`src/rtl/fmap_pkg.sv`:
```
// Shared types and constants for the feature-map read sequencer.
package fmap_pkg;

    typedef enum logic [1:0] {
        IDLE  = 2'd0,
        RUN   = 2'd1,
        DRAIN = 2'd2
    } fmap_state_e;

    localparam int P2_ROWS = 4;
    localparam int P2_COLS = 4;
    localparam int P2_CH   = 12;

    // A count of 1 still needs a 1-bit index.
    function automatic int clog2m1(input int n);
        return (n <= 2) ? 1 : $clog2(n);
    endfunction

endpackage

```
`src/rtl/fmap_read_seq_if.sv`:
```
// Handshake/bus bundle between the read sequencer and its memory/consumer.
// Optional row/col coordinate outputs exist only when FMAP_RD_COORD_EN is defined.
interface fmap_read_seq_if #(
    parameter int PIX_W = 4,
    parameter int CH_W  = 4
`ifdef FMAP_RD_COORD_EN
    ,
    parameter int ROW_W = 2,
    parameter int COL_W = 2
`endif
);
    logic             start;
    logic             ready;
    logic             rd_en;
    logic [PIX_W-1:0] pix_addr;
    logic [CH_W-1:0]  ch;
    logic             data_valid;
    logic             data_last;
    logic             busy;
    logic             done;
`ifdef FMAP_RD_COORD_EN
    logic [ROW_W-1:0] row;
    logic [COL_W-1:0] col;
`endif

    modport master (
`ifdef FMAP_RD_COORD_EN
        output row, col,
`endif
        input  start, ready,
        output rd_en, pix_addr, ch, data_valid, data_last, busy, done
    );

    modport slave (
`ifdef FMAP_RD_COORD_EN
        input  row, col,
`endif
        output start, ready,
        input  rd_en, pix_addr, ch, data_valid, data_last, busy, done
    );

endinterface

```
`src/rtl/fmap_valid_pipe.sv`:
```
// MEM_LAT-deep {valid,last} delay line that lines the strobes up with memory data.
module fmap_valid_pipe #(
    parameter int LAT = 1
) (
    input  logic clk,
    input  logic reset_n,
    input  logic i_vld,
    input  logic i_last,
    output logic o_vld,
    output logic o_last
);
    logic [LAT-1:0][1:0] r_stage;

    always_ff @(posedge clk or negedge reset_n) begin
        if (!reset_n) begin
            r_stage <= '0;
        end else begin
            r_stage[0] <= {i_vld, i_last};
            for (int i = 1; i < LAT; i++) r_stage[i] <= r_stage[i-1];
        end
    end

    assign {o_vld, o_last} = r_stage[LAT-1];

endmodule

```
`src/rtl/fmap_read_seq.sv`:
```
// Feature-map read sequencer: walks ROWS*COLS pixels per channel for CHANNELS channels.
// Define FMAP_RD_COORD_EN to also emit row/col coordinates.
module fmap_read_seq
    import fmap_pkg::*;
#(
    parameter int ROWS     = P2_ROWS,
    parameter int COLS     = P2_COLS,
    parameter int CHANNELS = P2_CH,
    parameter int MEM_LAT  = 1
) (
    input  logic           clk,
    input  logic           reset_n,
    fmap_read_seq_if.master bus
);
    localparam int NPIX  = ROWS * COLS;
    localparam int PIX_W = clog2m1(NPIX);
    localparam int CH_W  = clog2m1(CHANNELS);
    localparam logic [PIX_W-1:0] PIX_MAX = PIX_W'(NPIX - 1);
    localparam logic [CH_W-1:0]  CH_MAX  = CH_W'(CHANNELS - 1);
`ifdef FMAP_RD_COORD_EN
    localparam int ROW_W = clog2m1(ROWS);
    localparam int COL_W = clog2m1(COLS);
    localparam logic [ROW_W-1:0] ROW_MAX = ROW_W'(ROWS - 1);
    localparam logic [COL_W-1:0] COL_MAX = COL_W'(COLS - 1);
    logic [ROW_W-1:0] r_row;
    logic [COL_W-1:0] r_col;
`endif

    fmap_state_e      r_state;
    logic [PIX_W-1:0] r_pix;
    logic [CH_W-1:0]  r_ch;
    logic             w_rd;
    logic             w_pix_wrap;
    logic             w_last;
    logic             w_dv;
    logic             w_dl;
    logic             w_done;

    assign w_rd       = (r_state == RUN) & bus.ready;
    assign w_pix_wrap = (r_pix == PIX_MAX);
    assign w_last     = w_pix_wrap & (r_ch == CH_MAX);
    assign w_done     = w_dv & w_dl;

    always_ff @(posedge clk or negedge reset_n) begin
        if (!reset_n) begin
            r_state <= IDLE;
            r_pix   <= '0;
            r_ch    <= '0;
`ifdef FMAP_RD_COORD_EN
            r_row   <= '0;
            r_col   <= '0;
`endif
        end else begin
            case (r_state)
                IDLE: begin
                    if (bus.start) begin
                        r_state <= RUN;
                        r_pix   <= '0;
                        r_ch    <= '0;
`ifdef FMAP_RD_COORD_EN
                        r_row   <= '0;
                        r_col   <= '0;
`endif
                    end
                end
                RUN: begin
                    // The final issue leaves every counter on its last value.
                    if (w_rd && w_last) begin
                        r_state <= DRAIN;
                    end else if (w_rd) begin
                        if (w_pix_wrap) begin
                            r_pix <= '0;
                            r_ch  <= r_ch + 1'b1;
                        end else begin
                            r_pix <= r_pix + 1'b1;
                        end
`ifdef FMAP_RD_COORD_EN
                        if (r_col == COL_MAX) begin
                            r_col <= '0;
                            r_row <= (r_row == ROW_MAX) ? '0 : r_row + 1'b1;
                        end else begin
                            r_col <= r_col + 1'b1;
                        end
`endif
                    end
                end
                DRAIN: begin
                    if (w_done) r_state <= IDLE;
                end
                default: r_state <= IDLE;
            endcase
        end
    end

    fmap_valid_pipe #(.LAT(MEM_LAT)) u_vpipe (
        .clk    (clk),
        .reset_n(reset_n),
        .i_vld  (w_rd),
        .i_last (w_rd & w_last),
        .o_vld  (w_dv),
        .o_last (w_dl)
    );

    assign bus.rd_en      = w_rd;
    assign bus.pix_addr   = r_pix;
    assign bus.ch         = r_ch;
    assign bus.data_valid = w_dv;
    assign bus.data_last  = w_dl;
    assign bus.busy       = (r_state != IDLE);
    assign bus.done       = w_done;
`ifdef FMAP_RD_COORD_EN
    assign bus.row        = r_row;
    assign bus.col        = r_col;
`endif

endmodule

```
`src/flat_wrapper.sv`:
```
// flat-port wrapper written by rule: the top's interface ports become plain ports
module fmap_read_seq_flat import fmap_pkg::*;
#(
    parameter int ROWS     = P2_ROWS,
    parameter int COLS     = P2_COLS,
    parameter int CHANNELS = P2_CH,
    parameter int MEM_LAT  = 1
)
  (clk, reset_n, bus_start, bus_ready, bus_rd_en, bus_pix_addr, bus_ch, bus_data_valid, bus_data_last, bus_busy, bus_done);
  fmap_read_seq_if #(.PIX_W(clog2m1(16)), .CH_W(clog2m1(12))) bus_i ();
  input  logic clk;
  input  logic reset_n;
  input wire logic [$bits(bus_i.start)-1:0] bus_start;
  input wire logic [$bits(bus_i.ready)-1:0] bus_ready;
  output wire logic [$bits(bus_i.rd_en)-1:0] bus_rd_en;
  output wire logic [$bits(bus_i.pix_addr)-1:0] bus_pix_addr;
  output wire logic [$bits(bus_i.ch)-1:0] bus_ch;
  output wire logic [$bits(bus_i.data_valid)-1:0] bus_data_valid;
  output wire logic [$bits(bus_i.data_last)-1:0] bus_data_last;
  output wire logic [$bits(bus_i.busy)-1:0] bus_busy;
  output wire logic [$bits(bus_i.done)-1:0] bus_done;
  assign bus_i.start = bus_start;
  assign bus_i.ready = bus_ready;
  assign bus_rd_en = bus_i.rd_en;
  assign bus_pix_addr = bus_i.pix_addr;
  assign bus_ch = bus_i.ch;
  assign bus_data_valid = bus_i.data_valid;
  assign bus_data_last = bus_i.data_last;
  assign bus_busy = bus_i.busy;
  assign bus_done = bus_i.done;
  fmap_read_seq #(.ROWS(ROWS), .COLS(COLS), .CHANNELS(CHANNELS), .MEM_LAT(MEM_LAT)) u_core (.clk(clk), .reset_n(reset_n), .bus(bus_i));
endmodule
```
`config.mk`:
```
export PLATFORM = sky130hd
export DESIGN_NAME = fmap_read_seq_flat
export DESIGN_NICKNAME = d
export VERILOG_FILES = /design/src/rtl/fmap_pkg.sv /design/src/rtl/fmap_read_seq_if.sv /design/src/rtl/fmap_valid_pipe.sv /design/src/rtl/fmap_read_seq.sv /design/src/flat_wrapper.sv
export SDC_FILE = /design/constraint.sdc
export NUM_CORES = 1
export LEC_CHECK = 0
export ABC_AREA = 0
export BUFFER_PORTS_ARGS = -buffer_cell sky130_fd_sc_hd__buf_2
export CORE_MARGIN = 4
export CORE_UTILIZATION = 35
export CTS_CLUSTER_DIAMETER = 30
export DETAILED_ROUTE_END_ITERATION = 6
export PLACE_DENSITY = 0.56
export SYNTH_ARGS = -nofsm -noshare
export SYNTH_HDL_FRONTEND = slang
export SYNTH_SLANG_ARGS = --single-unit
```
`constraint.sdc`:
```
create_clock -name clk -period 1.5 [get_ports clk]
set_clock_uncertainty 0.05 [all_clocks]
set_input_delay 0.075 -clock clk [delete_from_list [all_inputs] [get_ports clk]]
set_output_delay 0.075 -clock clk [all_outputs]
set_load 0.02 [all_outputs]
```
==> results.md <==
- Top cell family by delay on the critical path: simple AND/OR/NAND/NOR gates
- Max Buffers Root-to-Sink: 2
- Post-route setup slack: 0.0327 ns
- Reg area: 305 sq um
- Crit. path cell count: 5
- Hold Path Class: in2reg
- CTS clock-pin slew for the worst setup and hold paths: 0.08 ns
- Filler instances: 140
- Slew headroom: 0.817
- CTS H-tree lvls: 1
- GR Util All Layers: 0.141
- Gate Count Post-Synth: 63
- Clock period minus worst slack: 1.47 ns
- Number of nets with antenna violations after routing: 0
- Port bufs: 16
- Die height: 50.0 um
- Final net count: 106
- Critical path peak fanout: 4
- IO Pins: 17
- Max Cap Viol: 0
- Area of placed instances: 852 sq um
- First-pass GRT wire length: 2670 um
- Avg Cell Area, Syn: 9.81 sq um
- Hold path cells: 3
- Sequential fraction of the synthesis area: 0.486
- Total wire length: 1570 um
- Post-route cell area: 951 sq um
- Crit path DAT: 1.63 ns
- Critical path class: reg2reg
- Leakage: 0.447 nW
- CTS Buf Count: 3
- Std cell rows: 14
- Grt ovf: 0
- Number of global-route vias before repair: 595
- Vias: 622
- Outcome: completed
- Cells after DPL: 117
- Worst endpoint required time: 1.66 ns
- Iter 0 DRT Violations: 13
- Most frequent cells in the layout: buf_2, buf_4, dfrtp_1
- Clock latency at the later pin of the worst-skew pair: 0.27 ns
- Pwr Total: 1.58 mW
- Fmax: 682 MHz
- Multi-input gate area: 354 sq um
- Commonest non-fill, non-tap cell in the layout: buf_2
- Synth unique cells: 27
- Setup violators final: 0
- Final slew viol count: 0
- CP peak stage delay: 0.46 ns
- Drt first pass iters: 4
- Die Wd: 50.0 um
- Final period util: 0.978
- Slowest CP cell: or4b_1
- RD Place Congestion: 0.817
- Placed wire-length estimate: 1170 um
- Final hold violations: 0
- Cell area after synthesis: 618 sq um
- Worst path buffer plus inverter count: 0
- Via density: 5.10
- Sink Count: 12
- Dpl ws: 0.00917 ns
- CTS tree: done
- Die ar.: 2500 sq um
- Register bit total from synthesis: 12
- CTS Root Cell: clkbuf_4
- Post-Syn Nets: 69
- Largest net degree at the start of global routing: 13
- Wirelength per Cell: 12.9 um
- Area growth syn-to-layout: 53.8%
- Power Density: 1660 nW/um^2
- Setup crit end kind: register
- Worst-Margin Slew: 0.274 ns
- DRC: 0
- Core Area: 1590 sq um
- Initial Utilization: 0.388
- RSZ-0062 raised after global routing: true
- Diodes inserted: 0
- Max VDD drop: 1000 uV
- Antenna violations before repair: 0
- Reg2Reg Depth: 5
- Cell Chain, Critical Path: ha_4 -> and3_4 -> nor3b_4 -> or4b_1 -> o21ai_1
- Synthesis Warnings: 0
- Layout cells sized above 1: 0.500
- CP startpoint kind: register
- Fin cells: 122
## timing repair
action                                  4_1_cts  5_1_grt
hold endpoints to repair                     13        0
pin swaps                                     0        9
setup buffers                                 0        1
hold buffers                                  2        0
endpoints found under the setup margin        1        7
gates resized for setup                       1       11
## state kept, by name, indices dropped and copies added (netlist names)
| signal | flops |
|---|---|
| u_core.bus.pix_addr | 4 |
| u_core.r_state | 2 |
| u_core.u_vpipe.r_stage | 2 |
| u_core.bus.ch | 4 |
## worst paths after layout
check	startpoint	end	slack, ns
max reg2reg	u_core.bus.pix_addr[1]	u_core.bus.ch[3]	0.03
min	bus_start	u_core.r_state[0]	0.04
max	u_core.bus.pix_addr[1]	u_core.bus.ch[3]	0.03
max in group asynchronous	reset_n	u_core.bus.pix_addr[1]	1.00
min in group asynchronous	reset_n	u_core.r_state[0]	0.16
min reg2reg	u_core.r_state[1]	u_core.r_state[0]	0.51
## per-stage QoR
stage / TNS (ns) / hold WS [ns] / utilization
floorplan: -0.130 / -0.271 / -
global placement: 0 / -0.0793 / 0.535
detailed placement: 0 / -0.0817 / 0.535
CTS: 0 / 0.0321 / 0.561
global route: -0.0483 / 0.0844 / 0.597
finish: 0 / 0.0399 / 0.597
## routing by layer
layer / up-vias / global-route usage / wire length, um / part of all wire
met3: 5 / 0.0331 / 65 / 0.041
met5: - / 0 / 0 / 0
li1: 304 / - / - / -
met4: 0 / 0.0968 / 48 / 0.031
met1: 299 / 0.185 / 776 / 0.49
met2: 14 / 0.202 / 679 / 0.43
## logic make-up after synthesis
family,Yosys count,share of synthesized area
AOI/OAI and AO/OA,15,0.164
and+or+nand+nor,28,0.255
DFF,12,0.486
buffers and inverters,6,0.0547
adders and majority gates,2,0.0405
## power by group
part	leakage, nW	switching (mW)	internal [mW]	total [mW]
sequential	0.138	0.102	0.430	0.532
clock	0.0138	0.107	0.0930	0.200
combinational	0.295	0.434	0.410	0.844
## cell type report
class / count / share of cell area
Clock buffer: 3 / 0.0237
Tap cell: 24 / 0.0316
Multi-Input combinational cell: 45 / 0.372
Timing Repair Buffer: 34 / 0.236
Sequential cell: 12 / 0.321
Inverter: 4 / 0.0158
## worst reg2reg max path: cells and delay by family, from the launching register on
kind                     cells  cell delay (ns)
adder cells (fa/ha/maj)      1             0.15
AND/OR/NAND/NOR              3             0.71
AO/OA/AOI/OAI                1             0.12
flip-flops                   1             0.39
## synth_stat cells
cell      number  area share
a21o_1         1       0.012
a21oi_1        2       0.016
a22o_1         1       0.014
a311oi_1       1       0.014
a31oi_1        4       0.040
and2_1         1       0.010
and3_1         1       0.010
buf_4          1       0.012
buf_6          1       0.018
dfrtp_1       12        0.49
ha_1           2       0.040
inv_1          4       0.024
nand2_1        5       0.030
nand2b_1       1       0.010
nand3_1        6       0.049
nand3b_1       3       0.036
nand4_1        1       0.010
nand4b_1       1       0.014
nor2_1         4       0.024
nor3_1         3       0.024
nor3b_2        1       0.020
o211ai_1       1       0.012
o21a_1         1       0.012
o21ai_1        2       0.016
o21bai_1       1       0.012
o311ai_0       1       0.014
or4b_1         1       0.016
Power figures use the tool's default switching activity.
